==> src/rtl/md_pad_pkg.sv <==
// Shared constants and types for the Mega Drive pad emulator: pin map,
// TH-pulse counter type and its two meaningful values.
package md_pad_pkg;

  localparam int PIN_UP    = 0;
  localparam int PIN_DOWN  = 1;
  localparam int PIN_LEFT  = 2;
  localparam int PIN_RIGHT = 3;
  localparam int PIN_TL    = 4;
  localparam int PIN_TR    = 5;
  localparam int PIN_TH    = 6;

  typedef logic [2:0] cnt_t;

  localparam cnt_t CNT_ID  = 3'd3;
  localparam cnt_t CNT_MAX = 3'd4;

  // Saturating step of the TH-pulse counter; it never wraps past CNT_MAX.
  function automatic cnt_t cnt_inc(input cnt_t c);
    return (c >= CNT_MAX) ? CNT_MAX : cnt_t'(c + 3'd1);
  endfunction

endpackage

==> src/rtl/md_pad_timer.sv <==
// Inactivity timer for the 6-button sequence: counts up to TIMEOUT and holds,
// raising expire while parked at the terminal count.
module md_pad_timer #(
  parameter int TIMEOUT = 80000,
  parameter int TW      = 17
) (
  input  logic clk,
  input  logic reset,
  input  logic clear,
  input  logic enable,
  output logic expire
);

  localparam logic [TW-1:0] TERM = TW'(TIMEOUT);

  logic [TW-1:0] tmr_q;
  logic [TW-1:0] tmr_d;

  always_comb begin
    tmr_d = tmr_q;
    if (clear) begin
      tmr_d = '0;
    end else if (enable && (tmr_q != TERM)) begin
      tmr_d = tmr_q + TW'(1);
    end
  end

  always_ff @(posedge clk) begin
    if (reset) begin
      tmr_q <= '0;
    end else begin
      tmr_q <= tmr_d;
    end
  end

  assign expire = (tmr_q == TERM);

endmodule

==> src/rtl/md_pad_emu.sv <==
// One Mega Drive 3/6-button pad: decodes TH, tracks the TH-pulse counter with
// its inactivity timeout and presents a registered active-low pin image.
module md_pad_emu
  import md_pad_pkg::*;
#(
  parameter int TIMEOUT = 80000,
  parameter int TW      = 17
) (
  input  logic       clk,
  input  logic       reset,
  input  logic       MODE,
  input  logic       P_UP,
  input  logic       P_DOWN,
  input  logic       P_LEFT,
  input  logic       P_RIGHT,
  input  logic       P_A,
  input  logic       P_B,
  input  logic       P_C,
  input  logic       P_START,
  input  logic       P_MODE,
  input  logic       P_X,
  input  logic       P_Y,
  input  logic       P_Z,
  input  logic [6:0] port_in,
  input  logic [6:0] port_dir,
  output logic [6:0] port_out
);

  logic       th;
  logic       th_q;
  logic       fall;
  logic       expire;
  cnt_t       cnt_q;
  cnt_t       cnt_d;
  logic [6:0] port_out_q;
  logic [6:0] port_out_d;

  // Only TH is read from the console; the other console levels do not affect the pad.
  logic unused_pins;
  assign unused_pins = ^{port_in[5:0], port_dir[5:0]};

  assign th   = port_dir[PIN_TH] | port_in[PIN_TH];
  assign fall = th_q & ~th;

  md_pad_timer #(
    .TIMEOUT (TIMEOUT),
    .TW      (TW)
  ) u_timer (
    .clk    (clk),
    .reset  (reset),
    .clear  (fall),
    .enable (1'b1),
    .expire (expire)
  );

  always_ff @(posedge clk) begin
    if (reset) begin
      th_q       <= 1'b1;
      cnt_q      <= '0;
      port_out_q <= 7'h7F;
    end else begin
      th_q       <= th;
      cnt_q      <= cnt_d;
      port_out_q <= port_out_d;
    end
  end

  // A falling edge outranks a simultaneous timeout.
  always_comb begin
    cnt_d = cnt_q;
    if (!MODE) begin
      cnt_d = '0;
    end else if (fall) begin
      cnt_d = cnt_inc(cnt_q);
    end else if (expire) begin
      cnt_d = '0;
    end
  end

  // Phase mux uses the updated count so the ID nibble follows its edge by one clock.
  always_comb begin
    port_out_d         = 7'h7F;
    port_out_d[PIN_TH] = th;
    if (th) begin
      port_out_d[PIN_TR] = ~P_C;
      port_out_d[PIN_TL] = ~P_B;
      if (cnt_d == CNT_ID) begin
        port_out_d[PIN_RIGHT] = ~P_MODE;
        port_out_d[PIN_LEFT]  = ~P_X;
        port_out_d[PIN_DOWN]  = ~P_Y;
        port_out_d[PIN_UP]    = ~P_Z;
      end else begin
        port_out_d[PIN_RIGHT] = ~P_RIGHT;
        port_out_d[PIN_LEFT]  = ~P_LEFT;
        port_out_d[PIN_DOWN]  = ~P_DOWN;
        port_out_d[PIN_UP]    = ~P_UP;
      end
    end else begin
      port_out_d[PIN_TR] = ~P_START;
      port_out_d[PIN_TL] = ~P_A;
      if (cnt_d == CNT_ID) begin
        port_out_d[PIN_RIGHT] = 1'b0;
        port_out_d[PIN_LEFT]  = 1'b0;
        port_out_d[PIN_DOWN]  = 1'b0;
        port_out_d[PIN_UP]    = 1'b0;
      end else if (cnt_d == CNT_MAX) begin
        port_out_d[PIN_RIGHT] = 1'b1;
        port_out_d[PIN_LEFT]  = 1'b1;
        port_out_d[PIN_DOWN]  = 1'b1;
        port_out_d[PIN_UP]    = 1'b1;
      end else begin
        port_out_d[PIN_RIGHT] = 1'b0;
        port_out_d[PIN_LEFT]  = 1'b0;
        port_out_d[PIN_DOWN]  = ~P_DOWN;
        port_out_d[PIN_UP]    = ~P_UP;
      end
    end
  end

  assign port_out = port_out_q;

endmodule

==> config.mk <==
export PLATFORM = sky130hd
export DESIGN_NAME = md_pad_emu
export DESIGN_NICKNAME = d
export VERILOG_FILES = /design/src/rtl/md_pad_pkg.sv /design/src/rtl/md_pad_timer.sv /design/src/rtl/md_pad_emu.sv
export SDC_FILE = /design/constraint.sdc
export NUM_CORES = 1
export LEC_CHECK = 0
export ABC_AREA = 1
export ABC_CLOCK_PERIOD_IN_PS = 2200
export CAP_MARGIN = 10
export CORE_MARGIN = 3
export CORE_UTILIZATION = 51
export CTS_BUF_LIST = sky130_fd_sc_hd__clkbuf_16
export CTS_CLUSTER_SIZE = 24
export DETAILED_ROUTE_END_ITERATION = 8
export GPL_ROUTABILITY_DRIVEN = 0
export PLACE_DENSITY = 0.95
export SETUP_SLACK_MARGIN = 0.02
export SYNTH_ARGS = -nofsm -noshare
export SYNTH_HDL_FRONTEND = slang
export SYNTH_SLANG_ARGS = --single-unit
==> constraint.sdc <==
create_clock -name clk -period 2.2 [get_ports clk]
set_input_delay 0.33 -clock clk [delete_from_list [all_inputs] [get_ports clk]]
set_output_delay 0.33 -clock clk [all_outputs]
set_load 0.01 [all_outputs]
==> flow_metrics.py, run 1 <==
metrics = {
    "power_and_ir_drop": {
        "finalPower_mw": 1.036,
        "internal_power_mw": 0.8091,
        "leakage_nw": 0.7012,
        "clkPwrFrac": 0.399,
        "power_density_nw_per_um2": 618.6,
        "sequentialPowerShare": 0.492,
        "swShare": 0.2188,
        "power.switching_mw": 0.2266,
        "ir_drop_mv": 0.6576,
        "combPwrFrac": 0.108,
    },
    "yosys": {
        "syn_avg_cell_area_um2": 6.911,
        "syn_area_um2": 1334,
        "synth_common_cells": "nand2_1, inv_1, nor2_1, dfxtp_1, nand3_1",
        "synth_most_common_cell": "nand2_1",
        "ys_async_sr_fraction": 0,
        "synth_ff_type": "dfxtp_1",
        "ys_ff_latch": 27,
        "synthesis.nets": 226,
        "synth_edf_count": 0,
        "yosys_warnings": 0,
        "ys_types": 20,
        "synth_top_area_frac": 0.4053,
        "yosysSeqAreaShare": 0.4053,
        "netlist_instances": 193,
        "synthTopCellsByArea": "dfxtp_1, nand2_1, inv_1",
        "synth.largest_area_cell": "dfxtp_1",
    },
    "drt": {
        "drt_pre_antenna_iters": 4,
        "vias_per_cell": 5.251,
        "ant_nets": 0,
        "wl_per_cell_um": 11.37,
        "drt-initial-drc-count": 66,
        "drc_errors": 0,
        "totalWireLength_um": 2808,
        "vias": 1297,
    },
    "floorplan": {
        "ios": 36,
        "start_util": 0.5701,
        "core_um2": 2340,
        "chipHeight_um": 57.14,
        "die_area_um2": 3265,
        "die_w_um": 57.14,
        "rows": 17,
    },
    "critical_path": {
        "cp_data_required_time_ps": 2400,
        "critical_path_class": "in -> reg",
        "slowest_stage": "clkdlybuf4s50_1",
        "crit_chain": "clkdlybuf4s50_1, nor2_4, nand2_1, inv_1, nor2_1, inv_2, nor2_1, o21ai_0, a21oi_1",
        "crit_arrival_ps": 2050,
        "critPathLaunchType": "input pin",
        "crit_path_max_fanout": 10,
        "end_kind": "flop",
        "path_buf_inv": 3,
        "crit_top_cell": "nor2_1",
        "max_stage_delay_ps": 500,
        "crit_family": "buffers and inverters",
    },
    "sta": {
        "max_slew_margin": 0.6362,
        "slew_viol_final": 0,
        "finalHoldViolCount": 0,
        "min_period_ps": 1850,
        "tns_ps": 0,
        "finalCritPeriodShare": 0.8408,
        "tightest_slew_ps": 543.7,
        "fmax_ghz": 0.5406,
        "grt_setup_unrepaired": "false",
        "clock_skew_ps": 3.940,
        "finalSetupViolCount": 0,
        "holdWs_ps": 448.0,
    },
    "placed_design": {
        "port_buffers": 23,
        "place_hpwl_um": 2162,
        "dpl-instance-area_um2": 1592,
    },
    "finish": {
        "fillCellCount": 181,
        "area_delta_synth_final_pct": 25.52,
        "drive_gt1_frac": 0.05023,
        "fin_nets": 253,
        "fin_area_um2": 1674,
        "diodes": 0,
    },
    "global_route": {
        "track_usage": 0.1790,
        "antenna_found_initial": 0,
        "grt_overflow": 0,
        "grt_pass1_vias": 1263,
        "grt_pass1_wl_um": 4857,
        "grt_start_max_net_pins": 17,
    },
    "clocking": {
        "hold_buffers": 0,
        "cts_tree": "built",
        "clkLatencyLatePin_ps": 260,
        "cts_buffer_depth": 2,
        "cts.htree.levels": 1,
        "cts.repair.resized": 0,
        "postCtsSetupBuffers": 0,
        "clk_pin_slew_worst_paths_ps": 70,
        "clockRootBuffer": "clkbuf_16",
        "cts.sinks": 27,
        "cts_buffers": 3,
    },
    "flow_run": {
        "cap_viol_max_count": 0,
    },
    "status": {
        "status": "finished clean",
    },
    "min_path": {
        "hold_path.class": "reg -> reg",
    },
}
## tightest hold or removal path, stage by stage (launching register included)
cell     delay, ps
dfxtp_1        310
inv_1           50
a21oi_1         50
## final timing paths
check,start,end,cells past startpoint,slack (ps)
hold / removal,u_timer.tmr_q[13],u_timer.tmr_q[13],2,450
setup / recovery,port_dir[6],u_timer.tmr_q[15],9,350
setup reg to reg,u_timer.tmr_q[0],port_out[3],9,520
hold reg to reg,u_timer.tmr_q[13],u_timer.tmr_q[13],2,450
## routing by layer
layer,vias up,track usage,part of all wire
li1,673,-,-
met1,585,0.1931,0.42
met2,35,0.3312,0.52
met3,4,0.04977,0.047
met4,0,0.06291,0.015
met5,-,0,0
## layout by cell type (no fill, tap or decap)
cell             synthesis  layout
a211oi_1                 2       2
a21oi_1                 13      13
a31oi_1                  2       2
clkbuf_16                0       3
clkdlybuf4s50_1          0      23
clkinvlp_4               0       1
dfxtp_1                 27      27
ha_1                     4       4
inv_1                   30      30
inv_2                    2       2
nand2_1                 35      35
nand2_2                  2       2
nand3_1                 17      17
nand4_1                  6       6
nor2_1                  28      28
nor2_4                   3       3
nor3_1                   6       6
nor3b_1                  1       1
o21a_1                   2       2
o21ai_0                 10      10
or3_1                    1       1
xor2_1                   1       1
## area by class of cell
class,count,area [µm²],area share
inverters,32,120.1,0.07175
flip-flops and latches,27,540.5,0.3229
repair buffers,23,230.2,0.1375
multi-input cells,133,665.6,0.3976
clock inverters,1,7.507,0.004484
clock buffers,3,75.07,0.04484
well taps,28,35.03,0.02093
## state kept, by name, summed over array words and instances, names as in the netlist
register       cells
u_timer.tmr_q     17
cnt_q              3
port_out           6
th_q               1
## logic make-up (layout without fill, tap and decap cells)
logic type,after synthesis,count (layout),synth area share
simple gates,99,99,0.3368
compound gates,29,29,0.1182
xor+xnor,1,1,0.006568
buf+inv,33,59,0.09569
flops,27,27,0.4053
fa+ha+maj,4,4,0.03752
## power groups by stage
| stage | clock (mW) | combinational (mW) | sequential [mW] |
|---|---|---|---|
| 6_report | 0.413 | 0.112 | 0.510 |
| 5_1_grt | 0.434 | 0.126 | 0.511 |
| 4_1_cts | 0.422 | 0.114 | 0.510 |
| 3_5_place_dp | 0 | 0.113 | 0.521 |
| 3_3_place_gp | 0 | 0.108 | 0.520 |
| 2_1_floorplan | 0 | 0.0472 | 0.525 |
## stage by stage
step	utilization	worst slack, ps	instances
finish	0.7155	350.2	247
global route	0.7155	126.4	247
CTS	0.7155	351.3	247
detailed placement	0.6802	80.71	243
global placement	0.6802	120.9	243
floorplan	-	773.7	193
(Power assumes the default switching activity.)
==> inputs of run 2 (changes only) <==
ABC_CLOCK_PERIOD_IN_PS = 1800   (was 2200)
CORE_UTILIZATION = 47   (was 51)
PLACE_DENSITY = 0.9   (was 0.95)
clock period = 1.8 ns   (was 2.2 ns; I/O delays follow)
==> run 2 against run 1 <==
Effect of this change:
- die area increased by 7.6%
- non-clock buffer count increased by 9
- combinational power increased by 34%
- critical path depth decreased by 2
- sequential cell count unchanged
- clock skew decreased by 1.4 ps
- worst hold slack got worse by 0.62 ps
- global-route usage increased by 0.31 points
- largest cell class unchanged
==> flow_metrics.py, run 2 (synthesis gave the netlist of run 1 again) <==
metrics = {
    "status": {
        "status": "finished clean",
    },
    "finish": {
        "multi_input_area_um2": 668.1,
        "fillCellCount": 210,
        "area_delta_synth_final_pct": 30.77,
        "fin_util": 0.6734,
        "final_cell_mix": "nand2_1, inv_1, nor2_1",
        "drive_gt1_frac": 0.09211,
        "regMostFlops": "u_timer.tmr_q",
        "final-seq-area_um2": 541.8,
        "diodes": 0,
        "final_common_cell": "nand2_1",
        "largest_reg_flops": 17,
        "fin_nets": 262,
    },
    "global_route": {
        "grt_overflow": 0,
        "antenna_found_initial": 0,
        "grt_pass1_vias": 1212,
        "grt_start_max_net_pins": 15,
        "track_usage": 0.1821,
        "grt_pass1_wl_um": 4857,
    },
    "floorplan": {
        "ios": 36,
        "die_w_um": 59.27,
        "die_area_um2": 3513,
        "core_um2": 2590,
        "rows": 18,
        "chipHeight_um": 59.27,
        "start_util": 0.5150,
    },
    "critical_path": {
        "crit_family": "simple AND/OR/NAND/NOR gates",
        "worstSetupEndpoint": "u_timer.tmr_q[15]",
        "crit_chain": "nand3_1, nor2_2, nand2_1, nor2_1, nand2_1, o21ai_0, a21oi_1",
        "worstRegToRegCells": 7,
        "critical_path_class": "reg -> reg",
        "max_stage_delay_ps": 400,
        "regToRegSetupSlack_ps": 230,
        "slowest_stage": "dfxtp_1",
        "critPathLaunchType": "flop",
        "crit_arrival_ps": 1720,
        "end_kind": "flop",
        "cp_data_required_time_ps": 1950,
        "path_buf_inv": 0,
        "crit_path_start": "u_timer.tmr_q[2]",
        "timing.rr.end": "u_timer.tmr_q[15]",
        "timing.rr.start": "u_timer.tmr_q[2]",
        "crit_path_max_fanout": 5,
        "worst-path-stages": 7,
        "crit_top_cell": "nand2_1",
    },
    "clocking": {
        "cts_buffers": 3,
        "cts_tree": "built",
        "cts.htree.levels": 1,
        "clk_pin_slew_worst_paths_ps": 60,
        "cts_buffer_depth": 2,
        "clockRootBuffer": "clkbuf_16",
        "cts.sinks": 27,
        "clkLatencyLatePin_ps": 260,
    },
    "drt": {
        "drt_pre_antenna_iters": 4,
        "drt-initial-drc-count": 104,
        "top_layer": "met4",
        "route.met3.wl_um": 113,
        "drc_errors": 0,
        "wl_met1_um": 1247,
        "vias": 1335,
        "dr_wl_met2_um": 1530,
        "wl_per_cell_um": 11.46,
        "vias_per_cell": 5.174,
        "totalWireLength_um": 2957,
        "ant_nets": 0,
    },
    "sta": {
        "grt_setup_unrepaired": "false",
        "slew_viol_final": 0,
        "finalSetupViolCount": 0,
        "finalCritPeriodShare": 0.8731,
        "fmax_ghz": 0.6363,
        "holdWs_ps": 447.4,
        "tightest_slew_ps": 257.8,
        "fin_ws_ps": 228.4,
        "clock_skew_ps": 2.513,
        "tns_ps": 0,
        "min_period_ps": 1572,
        "max_slew_margin": 0.8268,
        "finalHoldViolCount": 0,
    },
    "placed_design": {
        "pre_cts_slack_ps": -50.96,
        "port_buffers": 23,
        "place_hpwl_um": 2311,
    },
    "power_and_ir_drop": {
        "power_density_nw_per_um2": 725.9,
        "finalPower_mw": 1.266,
        "internal_power_mw": 0.9951,
        "swShare": 0.2140,
        "power.switching_mw": 0.2709,
        "clkPwrFrac": 0.389,
        "combPwrFrac": 0.118,
        "leakage_nw": 0.7507,
        "ir_drop_mv": 0.6319,
        "sequentialPowerShare": 0.493,
    },
    "min_path": {
        "hold_path.class": "reg -> reg",
    },
    "flow_run": {
        "cap_viol_max_count": 0,
    },
}
[run 2: cell types whose count changed in the layout (fill, tap and decap cells not counted)]
cell	delta
buf_4	+9
clkinvlp_4	-1
dfxtp_1	-1
dfxtp_2	+1
inv_1	+1
nor2_1	-1
nor2_2	+1
[run 2: per-stage QoR]
| step | instances | cell area [µm²] |
|---|---|---|
| floorplan | 193 | 1334 |
| global placement | 254 | 1662 |
| detailed placement | 254 | 1662 |
| CTS | 258 | 1740 |
| global route | 258 | 1744 |
| finish | 258 | 1744 |
[run 2: per-layer routing]
layer	track usage	up-vias
met5	0	-
met4	0.1230	0
met3	0.02832	5
met2	0.2964	33
met1	0.2185	604
li1	-	693
[run 2: repair_timing]
item,in CTS,in global routing
setup buffers,0,0
endpoints found under the setup margin,0,1
hold buffers,0,0
resized for setup,0,2
[run 2: power groups by stage]
stage          sequential [mW]  clock [mW]  combinational [mW]
3_5_place_dp             0.637           0               0.149
6_report                 0.624       0.492               0.150
4_1_cts                  0.624       0.502               0.150
5_1_grt                  0.625       0.536               0.165
3_3_place_gp             0.636           0               0.146
2_1_floorplan            0.641           0              0.0577
[run 2: worst register-to-register path: stages (launching register included)]
cell     delay, ps
dfxtp_1        400
nand3_1        180
nor2_2         180
nand2_1        130
nor2_1         200
nand2_1        130
o21ai_0        180
a21oi_1         60
[run 2: how the worst min path moves through the flow]
stage                 startpoint  cells past startpoint                 to
6_report       u_timer.tmr_q[13]                      2  u_timer.tmr_q[13]
5_1_grt        u_timer.tmr_q[13]                      2  u_timer.tmr_q[13]
4_1_cts        u_timer.tmr_q[13]                      2  u_timer.tmr_q[13]
3_5_place_dp   u_timer.tmr_q[13]                      2  u_timer.tmr_q[13]
3_3_place_gp   u_timer.tmr_q[13]                      2  u_timer.tmr_q[13]
2_1_floorplan        port_dir[6]                      2               th_q
[run 2: layout make-up]
type / instances / share of cell area
Timing Repair Buffer: 32 / 0.1707
Clock inverter: 1 / 0.002152
Tap cell: 30 / 0.02152
Multi-Input combinational cell: 133 / 0.3831
Inverter: 32 / 0.06887
Sequential cell: 27 / 0.3106
Clock buffer: 3 / 0.04304
